--- src/rtl/keypad_scan.sv ---
// keypad_scan: 4x4 matrix keypad scanner with press/release debounce
// and a one-cycle strobe per accepted key.
module keypad_scan #(
  parameter int SCAN_DIV        = 1000,
  parameter int DEBOUNCE_CYCLES = 8
) (
  input  logic       clk,
  input  logic       reset,
  input  logic [3:0] row_n,
  output logic [3:0] col_n,
  output logic [3:0] key_code,
  output logic       key_valid,
  output logic       key_held
);

  localparam int DW = (SCAN_DIV > 1) ? $clog2(SCAN_DIV) : 1;
  localparam int CW = (DEBOUNCE_CYCLES > 1) ? $clog2(DEBOUNCE_CYCLES) : 1;
  localparam logic [DW-1:0] DWELL_LAST = DW'(SCAN_DIV - 1);
  localparam logic [CW-1:0] CNT_LAST = CW'(DEBOUNCE_CYCLES - 1);

  typedef enum logic [1:0] {
    SCAN,
    DEBOUNCE,
    HELD,
    RELEASE
  } state_t;

  state_t        state, state_nx;
  logic [1:0]    col_idx, col_idx_nx;
  logic [DW-1:0] dwell, dwell_nx;
  logic [CW-1:0] cnt, cnt_nx;
  logic [3:0]    sync1, rows_s;
  logic [3:0]    pat, pat_nx;
  logic [1:0]    row_lat, row_lat_nx;
  logic [1:0]    row_sel;
  logic [3:0]    code_nx;
  logic          valid_nx, held_nx;
  logic [3:0]    low;
  logic          one_low;

  function automatic logic [3:0] enc(input logic [1:0] r, input logic [1:0] c);
    case ({r, c})
      4'h0: enc = 4'h1;
      4'h1: enc = 4'h2;
      4'h2: enc = 4'h3;
      4'h3: enc = 4'hA;
      4'h4: enc = 4'h4;
      4'h5: enc = 4'h5;
      4'h6: enc = 4'h6;
      4'h7: enc = 4'hB;
      4'h8: enc = 4'h7;
      4'h9: enc = 4'h8;
      4'hA: enc = 4'h9;
      4'hB: enc = 4'hC;
      4'hC: enc = 4'hE;
      4'hD: enc = 4'h0;
      4'hE: enc = 4'hF;
      4'hF: enc = 4'hD;
    endcase
  endfunction

  assign col_n = ~(4'b0001 << col_idx);

  // exactly one row pulled low counts as a key; none or several do not
  assign low     = ~rows_s;
  assign one_low = (low != 4'h0) && ((low & (low - 4'h1)) == 4'h0);

  always_comb begin
    case (rows_s)
      4'b1110: row_sel = 2'd0;
      4'b1101: row_sel = 2'd1;
      4'b1011: row_sel = 2'd2;
      4'b0111: row_sel = 2'd3;
      default: row_sel = 2'd0;
    endcase
  end

  always_ff @(posedge clk) begin
    if (reset) begin
      sync1  <= 4'hF;
      rows_s <= 4'hF;
    end else begin
      sync1  <= row_n;
      rows_s <= sync1;
    end
  end

  always_comb begin
    state_nx   = state;
    col_idx_nx = col_idx;
    dwell_nx   = dwell;
    cnt_nx     = cnt;
    pat_nx     = pat;
    row_lat_nx = row_lat;
    code_nx    = key_code;
    valid_nx   = 1'b0;
    held_nx    = key_held;
    case (state)
      SCAN: begin
        if (dwell == DWELL_LAST) begin
          dwell_nx = '0;
          if (one_low) begin
            pat_nx     = rows_s;
            row_lat_nx = row_sel;
            cnt_nx     = '0;
            state_nx   = DEBOUNCE;
          end else begin
            col_idx_nx = col_idx + 2'd1;
          end
        end else begin
          dwell_nx = dwell + DW'(1);
        end
      end
      DEBOUNCE: begin
        if (rows_s == pat) begin
          if (cnt == CNT_LAST) begin
            cnt_nx   = '0;
            state_nx = HELD;
            valid_nx = 1'b1;
            held_nx  = 1'b1;
            code_nx  = enc(row_lat, col_idx);
          end else begin
            cnt_nx = cnt + CW'(1);
          end
        end else begin
          cnt_nx   = '0;
          dwell_nx = '0;
          state_nx = SCAN;
        end
      end
      HELD: begin
        if (rows_s == 4'hF) begin
          cnt_nx   = '0;
          state_nx = RELEASE;
        end
      end
      RELEASE: begin
        if (rows_s != 4'hF) begin
          cnt_nx   = '0;
          state_nx = HELD;
        end else if (cnt == CNT_LAST) begin
          cnt_nx     = '0;
          dwell_nx   = '0;
          col_idx_nx = col_idx + 2'd1;
          held_nx    = 1'b0;
          state_nx   = SCAN;
        end else begin
          cnt_nx = cnt + CW'(1);
        end
      end
      default: state_nx = SCAN;
    endcase
  end

  always_ff @(posedge clk) begin
    if (reset) begin
      state     <= SCAN;
      col_idx   <= 2'd0;
      dwell     <= '0;
      cnt       <= '0;
      pat       <= 4'hF;
      row_lat   <= 2'd0;
      key_code  <= 4'h0;
      key_valid <= 1'b0;
      key_held  <= 1'b0;
    end else begin
      state     <= state_nx;
      col_idx   <= col_idx_nx;
      dwell     <= dwell_nx;
      cnt       <= cnt_nx;
      pat       <= pat_nx;
      row_lat   <= row_lat_nx;
      key_code  <= code_nx;
      key_valid <= valid_nx;
      key_held  <= held_nx;
    end
  end

endmodule
--- config.mk ---
export PLATFORM = sky130hd
export DESIGN_NAME = keypad_scan
export DESIGN_NICKNAME = d
export VERILOG_FILES = /design/src/rtl/keypad_scan.sv
export SDC_FILE = /design/constraint.sdc
export NUM_CORES = 1
export LEC_CHECK = 0
export CORE_UTILIZATION = 41
export CTS_BUF_LIST = sky130_fd_sc_hd__clkbuf_8
export CTS_CLUSTER_SIZE = 24
export DETAILED_ROUTE_END_ITERATION = 8
export GPL_TIMING_DRIVEN = 0
export PLACE_DENSITY = 0.63
export SYNTH_ARGS = -nofsm -noshare
export SYNTH_HDL_FRONTEND = slang
export SYNTH_SLANG_ARGS = --single-unit
--- constraint.sdc ---
create_clock -name clk -period 2.4 [get_ports clk]
set_input_delay 0.48 -clock clk [delete_from_list [all_inputs] [get_ports clk]]
set_output_delay 0.48 -clock clk [all_outputs]
set_load 0.05 [all_outputs]
# --- Yosys cells after proc, flatten, opt, wreduce, memory -nomap -nowiden ---
# Memory sizes are Yosys's and may differ from the RTL's. A register that Yosys moved wholly into a read port is not among the register bits.
# Index checks and enable logic that the tools add are counted.
op_classes:
  addsub: 4
  eq_ne: 22
  shifts: 1
  n_mux: 32
  bitwise: 5
  reduce_logical: 15
op_table:
  columns: ["op", "n"]
  rows:
  - ["$mux 10", 4]
  - ["$pmux 10 s3", 1]
  - ["$mux 2", 11]
  - ["$mux 3", 6]
  - ["$ne 2x2->1 const B", 9]
  - ["$reduce_and 5->1", 3]
  - ["$eq 4x4->1 const B", 3]
  - ["$pmux 3 s4", 1]
  - ["$add 10x1->10 const B", 1]
  - ["$eq 10x10->1 const B", 1]
  - ["$reduce_and 3->1", 3]
  - ["$not 4->4", 2]
  - ["$pmux 2 s4", 1]
  - ["$ne 3x3->1 const B", 2]
  - ["$pmux 2 s3", 1]
  - ["$mux 1", 5]
  - ["$and 4x4->4", 1]
  - ["$eq 2x2->1 const B", 2]
  - ["$eq 4x3->1 const B", 1]
  - ["$eq 4x4->1", 1]
  - ["$logic_not 4->1", 1]
  - ["$ne 4x4->1 const B", 1]
  - ["$pmux 2 s2", 1]
  - ["$reduce_and 4->1", 1]
  - ["14 further kinds", 16]
word_totals:
  ff_bits: 33
  rom_bits: 64
  in_bits: 6
  out_inout_bits: 10
  elab_cells: 90
  memories: 1
memory_table:
  columns: ["memory", "depth", "width", "rd", "rd_ports_with_merged_regs", "write_ports", "line_no", "text"]
  rows:
  - ["(no name shown)", 16, 4, 1, 1, 0, "42", "case ({r, c})"]

# --- Longest topological paths before layout ---
# Gate-level depths: netlist of run 1.
depth:
  word_depth: 8
  mapped_depth: 8

# --- Worst setup path before layout of run 1 ---
# Ideal clock, no wire load.
synth_timing:
  path_type: "reg2reg"
  startpoint: "register cnt[0]"
  endpoint: "register dwell[2]"
  setup_time_ns: 0.120
  t_arrival_ns: 1.724
  required_ns: 2.280
  slack_ns: 0.557
  stages_incl_launch_ff: 9
  path_buffers: 1
  cell_sequence: "dfxtp_1 ha_1 ha_1 inv_1 o21ai_4 o211ai_4 buf_6 o211a_1 a211o_1"
synth_via:
  elab_chain_cells: 3
synth_lines:
  columns: ["item", "line_no", "text"]
  rows:
  - ["from (decl)", "31", "logic [CW-1:0] cnt, cnt_nx;"]
  - ["from (signal assigned)", "170", "cnt <= cnt_nx;"]
  - ["$eq 3x3->1", "141", "end else if (cnt == CNT_LAST) begin"]
  - ["$ne 2x2->1 (no line)", null, null]
  - ["$reduce_and 4->1 (no line)", null, null]
  - ["to (signal assigned)", "169", "dwell <= dwell_nx;"]
  - ["to (decl)", "30", "logic [DW-1:0] dwell, dwell_nx;"]
# No other way between the ends.
# A chain may end at the register's enable or synchronous reset.

# --- Worst setup path in the final report of run 1 ---
layout_timing:
  startpoint: "register col_idx[0]"
  endpoint: "output col_n[3]"
layout_via:
  elab_chain_cells: 2
layout_lines:
  columns: ["item", "line_no", "text"]
  rows:
  - ["from (decl)", "29", "logic [1:0] col_idx, col_idx_nx;"]
  - ["from (signal assigned)", "168", "col_idx <= col_idx_nx;"]
  - ["$shl 1x2->4", "62", "assign col_n = ~(4'b0001 << col_idx);"]
  - ["$not 4->4", "62", null]
  - ["to (decl)", "10", "output logic [3:0] col_n,"]
# No other way between the ends.

==> results of run 1 <==
==> critical path, stage by stage, from the launching register on <==
cell	delay, ns
dfxtp_1	0.40
ha_1	0.25
inv_1	0.05
clkdlybuf4s50_1	0.79
==> flip-flops by register name, indices dropped and copies added (netlist names) <==
| name | cells |
|---|---|
| row_lat | 2 |
| rows_s | 4 |
| dwell | 10 |
| col_idx | 2 |
| key_valid | 1 |
| key_held | 1 |
| state | 2 |
| cnt | 3 |
| key_code | 4 |
| sync1 | 4 |
| pat | 4 |
==> cell usage in the layout (no fill, tap or decap), types with 6 or more instances in the layout <==
master,synthesis,routed
inv_1,15,15
a21oi_1,8,8
ha_1,14,14
or2_2,8,8
o21ai_0,6,6
nand2_1,12,12
mux2i_1,11,11
nor2_1,13,13
dfxtp_1,37,37
clkdlybuf4s50_1,0,12
==> metal layers <==
metal	GRT usage (%)	part of all wire, %
met5	0	0
met4	6.41	1.5
met1	22.8	52
met3	3.66	3.3
met2	24.9	43
==> layout make-up <==
class                           count  area share [%]
Clock inverter                      3            1.87
Clock buffer                        5            2.78
Buffer                             12            2.98
Inverter                           15            2.27
Tap cell                           67            3.39
Timing Repair Buffer               15            5.91
Multi-Input combinational cell    160            50.9
Sequential cell                    37            29.9
==> cell families after synthesis <==
group	after synthesis
AO/OA/AOI/OAI	48
XOR/XNOR	10
buffers and inverters	27
AND/OR/NAND/NOR	76
adder cells (fa/ha/maj)	14
multiplexers	12
flip-flops	37
==> power by group <==
group | internal [W] | switching, W | leakage (nW) | total (W)
clock network | 0.000311 | 0.000231 | 0.0543 | 0.000542
registers | 0.000624 | 0.00000636 | 0.301 | 0.000630
logic | 0.0000377 | 0.0000447 | 0.625 | 0.0000824
total | 0.000972 | 0.000282 | 0.980 | 0.00125
==> stage by stage <==
stage,instance area (um^2),power (W),hold WS [ns]
after floorplan,2130,0.000703,0.389
after global placement,2360,0.000726,0.391
after detailed placement,2360,0.000728,0.397
after CTS,2470,0.00128,0.416
after global routing,2480,0.00131,0.432
final,2480,0.00125,0.411
==> final timing paths <==
path,start,to,depth (start not counted)
setup / recovery,col_idx[0],col_n[3],3
hold / removal,sync1[3],rows_s[3],1
setup reg to reg,dwell[0],state[0],6
hold reg to reg,sync1[3],rows_s[3],1
==> flow_summary.yaml, run 1 <==
yosys:
  syn-num-nets: 244
  synth_xor_area_share_pct: 4.83
  synth_most_common_cell: "dfxtp_1"
  synthArstFlopShare_pct: 0
  synth.top_cell.area_share_pct: 34.8
  synth_compound_area_share_pct: 18.2
  synth_area_um2: 2130
  ys_ff_latch: 37
  synthMuxAreaShare_pct: 5.71
  synth.distinct_cells: 60
  yosysTopAreaCell: "dfxtp_1"
  postSynthAreaPerCell_um2: 9.49
  ys_warn_count: 0
  synth.area.top_cells: "dfxtp_1 (35%), ha_1 (8.2%), mux2i_1 (5.2%), inv_1 (2.6%), or2_2 (2.4%)"
  synth_top_family_by_area: "simple AND/OR/NAND/NOR gates"
  postSynthCellCount: 224
  seq_area_frac_synth_pct: 34.8
  synth_edf_count: 0
  synthAdderAreaFrac_pct: 8.24
  synth_common_cells: "dfxtp_1 (37), inv_1 (15), ha_1 (14)"
  ys.flop_type: "dfxtp_1"
  yosys.area_share.simple_pct: 22.0
sta:
  maxSlewHeadroom_pct: 59.4
  clock-skew-final_ns: 0.00722
  tightest_slew_ns: 0.604
  fin_setup_tns_ns: 0
  rsz0062_at_grt: "false"
  fmax_mhz: 444
  setup_slack_ns: 0.148
  final.min_clock_period_ns: 2.25
  final.period_utilization_pct: 93.8
  drv_slew: 0
  hold_viol_final: 0
  setup_violations: 0
place:
  hpwl_um: 2840
  dp_cells: 306
  gp_congestion: 0.770
  port_buffers: 15
  place_ws_ns: 0.167
cells_and_area:
  final_cells: 314
  multiInputGateArea_um2: 1260
  final_util_pct: 51.1
  antenna_cells: 0
  nFillCells: 475
  ff_latch_area_um2: 741
  area_growth_syn_to_layout_pct: 16.5
  drive_above_1_share_pct: 15.8
  final_nets: 266
worst_setup_path:
  ff2ff_setup_slack_ns: 0.27
  cp-end-kind: "primary output"
  worstPathRequired_ns: 1.92
  path_max_fanout: 9
  crit_arrival_ns: 1.77
  startpoint_type: "flip-flop"
  path_class: "flip-flop to primary output"
power:
  ir_worst_vdd_v: 0.000248
  p_leak_nw: 0.980
  p_per_area_nw_per_um2: 507
die:
  initial_utilization_pct: 43.8
  io_pins: 16
  rows: 25
  die_y_um: 74.0
  dieArea_um2: 5480
  coreArea_um2: 4850
  die_w_um: 74.0
global_route:
  antenna_found_initial: 0
  grt_pass1_vias: 1425
  grt_first_pass_wirelength_um: 6800
  grtUsageTotal_pct: 16.5
  grt_max_degree: 14
  grt-ovfl-total: 0
detailed_routing:
  viasPerCell: 5.15
  dr_total_vias: 1617
  routed_wl_um: 3950
  antenna_left: 0
  first_pass_iters: 4
  drt_iter0_markers: 55
  route.detailed.drc: 0
  routedWlPerCell_um: 12.6
run:
  drv_cap: 0
clock_network:
  ctsHtreeMaxLevel: 2
  postCtsHoldBufs: 0
  cts_buffers: 5
  cts_tree: "yes"
  clk_path_buf_depth: 2
  cts_setup_buffers: 0
  insertion_delay_ns: 0.29
  root_buffer: "clkbuf_8"
  ctsResizeCount: 3
  cts.clk_slew.worst_paths_ns: 0.08
  clkSinkCount: 37
run_status:
  run_status: "finished, final reports clean"
worst_hold_path:
  hp-class: "flip-flop to flip-flop"
No activity file was read; power rests on OpenSTA's default activity.
==> run 2: changes to the inputs <==
--- a/config.mk
+++ b/config.mk
@@ -11,6 +11,7 @@
 export DETAILED_ROUTE_END_ITERATION = 8
 export GPL_TIMING_DRIVEN = 0
 export PLACE_DENSITY = 0.63
+export SKIP_LAST_GASP = 1
 export SYNTH_ARGS = -nofsm -noshare
 export SYNTH_HDL_FRONTEND = slang
 export SYNTH_SLANG_ARGS = --single-unit
==> constraint.sdc (replaced) <==
create_clock -name clk -period 2.26 [get_ports clk]
set_input_delay 0.452 -clock clk [delete_from_list [all_inputs] [get_ports clk]]
set_output_delay 0.452 -clock clk [all_outputs]
set_load 0.05 [all_outputs]
==> run 2 against run 1 <==
Effect of this change: clock skew barely moved; first-iteration DRC count rose by 15%; largest power group unchanged; die area did not move; critical endpoint is now col_n[2]; clock power rose by 6.3%; global-route usage did not move.
==> flow_summary.yaml, run 2 (same netlist as run 1, synthesis figures left out) <==
power:
  p_sw_share_pct: 22.5
  seqPwrFrac_pct: 50.2
  p_per_area_nw_per_um2: 537
  ir_worst_vdd_v: 0.000263
  clock_power_share_pct: 43.2
  p_comb_share_pct: 6.6
  p_leak_nw: 0.974
  p_switching_w: 0.000300
  p_int_w: 0.00103
worst_setup_path:
  crit_arrival_ns: 1.68
  crit_top_cell: "inv_1"
  cp-end-kind: "primary output"
  r2r_start: "dwell[0]"
  cpMaxStageDelayCell: "dlygate4sd2_1"
  startpoint_type: "flip-flop"
  crit_path_max_incr_delay_ns: 0.51
  worstPathRequired_ns: 1.81
  path_class: "flip-flop to primary output"
  crit_chain: "inv_1 -> ha_1 -> inv_1 -> dlygate4sd2_1"
  path_max_fanout: 9
  crit_start: "col_idx[0]"
clock_network:
  clkSinkCount: 37
  cts_tree: "yes"
  cts.clk_slew.worst_paths_ns: 0.08
  cts_setup_buffers: 0
  clk_path_buf_depth: 2
  postCtsHoldBufs: 0
  insertion_delay_ns: 0.29
  root_buffer: "clkbuf_8"
  ctsHtreeMaxLevel: 2
  cts_buffers: 5
detailed_routing:
  top_layer_used: "met4"
  antenna_left: 0
  routedWlPerCell_um: 12.6
  routed_wl_um: 3950
  viasPerCell: 5.16
  drt-met1-wl_um: 2050
  route.detailed.drc: 0
  first_pass_iters: 4
  wl_met2_um: 1700
  drt_iter0_markers: 63
  dr_total_vias: 1621
  wl_met3_um: 136
cells_and_area:
  layout_common_cells: "dfxtp_1 (37), inv_1 (15), nor2_1 (13), ha_1 (13), nand2_1 (12)"
  drive_above_1_share_pct: 16.2
  antenna_cells: 0
  area_growth_syn_to_layout_pct: 16.8
  final_area_um2: 2480
  largest_register_ff_count: 10
  final_common_cell: "dfxtp_1"
  final_nets: 266
  final_cells: 314
  regMostFlops: "dwell"
  nFillCells: 477
global_route:
  antenna_found_initial: 0
  grtUsageTotal_pct: 16.5
  grt_pass1_vias: 1425
  grt-ovfl-total: 0
  grt_max_degree: 14
  grt_first_pass_wirelength_um: 6800
sta:
  hold_viol_final: 0
  drv_slew: 0
  maxSlewHeadroom_pct: 61.4
  setup_violations: 0
  rsz0062_at_grt: "false"
  final.period_utilization_pct: 94.2
  clock-skew-final_ns: 0.00706
  fmax_mhz: 469
  tightest_slew_ns: 0.574
  final.min_clock_period_ns: 2.13
  fin_setup_tns_ns: 0
die:
  initial_utilization_pct: 43.8
  dieArea_um2: 5480
  coreArea_um2: 4850
  rows: 25
  die_w_um: 74.0
  io_pins: 16
  die_y_um: 74.0
worst_hold_path:
  hp-start: "sync1[3]"
  hp-class: "flip-flop to flip-flop"
place:
  gp_congestion: 0.770
  post_dp_cell_area_um2: 2360
  dp_cells: 306
  hpwl_um: 2840
  port_buffers: 15
run_status:
  run_status: "finished, final reports clean"
run:
  drv_cap: 0
[run 2: changes by cell type in the layout (fill, tap and decap cells not counted), sizes merged]
cell,previous run,this run
dlymetal6s2s,0,1
clkdlybuf4s50,12,11
dlygate4sd2,3,2
clkdlybuf4s15,0,1
[run 2: power by group through the flow]
stage	Sequential, W	Clock (W)	Combinational, W
3_5_place_dp	0.000685	0	0.0000881
5_1_grt	0.000672	0.000624	0.0000979
3_3_place_gp	0.000684	0	0.0000870
4_1_cts	0.000669	0.000602	0.0000883
6_report	0.000670	0.000576	0.0000877
2_1_floorplan	0.000683	0	0.0000637
[run 2: final cells by class]
cell class	count	area (um^2)	area share (%)
buffer	12	73.8	2.97
sequential	37	741	29.8
tap	67	83.8	3.38
timing repair buffer	15	150	6.05
multi-input combinational	160	1260	50.9
clock buffer	5	68.8	2.77
clock inverter	3	46.3	1.86
inverter	15	56.3	2.27
[run 2: layer usage]
metal	global-route usage, %	vias up
li1	-	854
met1	22.8	731
met2	24.9	29
met3	3.66	7
met4	6.41	0
met5	0	-
[run 2: metrics by stage]
step	worst slack, ns	total power (W)	utilization (%)	hold slack, ns
final	0.130	0.00133	51.2	0.411
after detailed placement	0.0274	0.000773	48.7	0.397
after CTS	0.0235	0.00136	51.0	0.416
after floorplan	0.417	0.000747	-	0.389
after global placement	0.0995	0.000771	48.7	0.391
after global routing	0.0109	0.00139	51.2	0.432
[run 2: critical path: cells and delay by family (launching register included)]
family	cells	cell delay, ns
flops	1	0.49
buf+inv	3	0.68
fa+ha+maj	1	0.21
[run 2: repair_timing]
action,4_1_cts,5_1_grt
setup endpoints to repair,3,14
gates resized for setup,3,4
pin swaps,0,0
[run 2: worst paths after layout]
check                                  to  slack [ns]  cells past startpoint
worst max register to register   state[0]        0.17                      6
worst min register to register  rows_s[3]        0.41                      1
worst max-delay path             col_n[2]        0.13                      4
worst min-delay path            rows_s[3]        0.41                      1
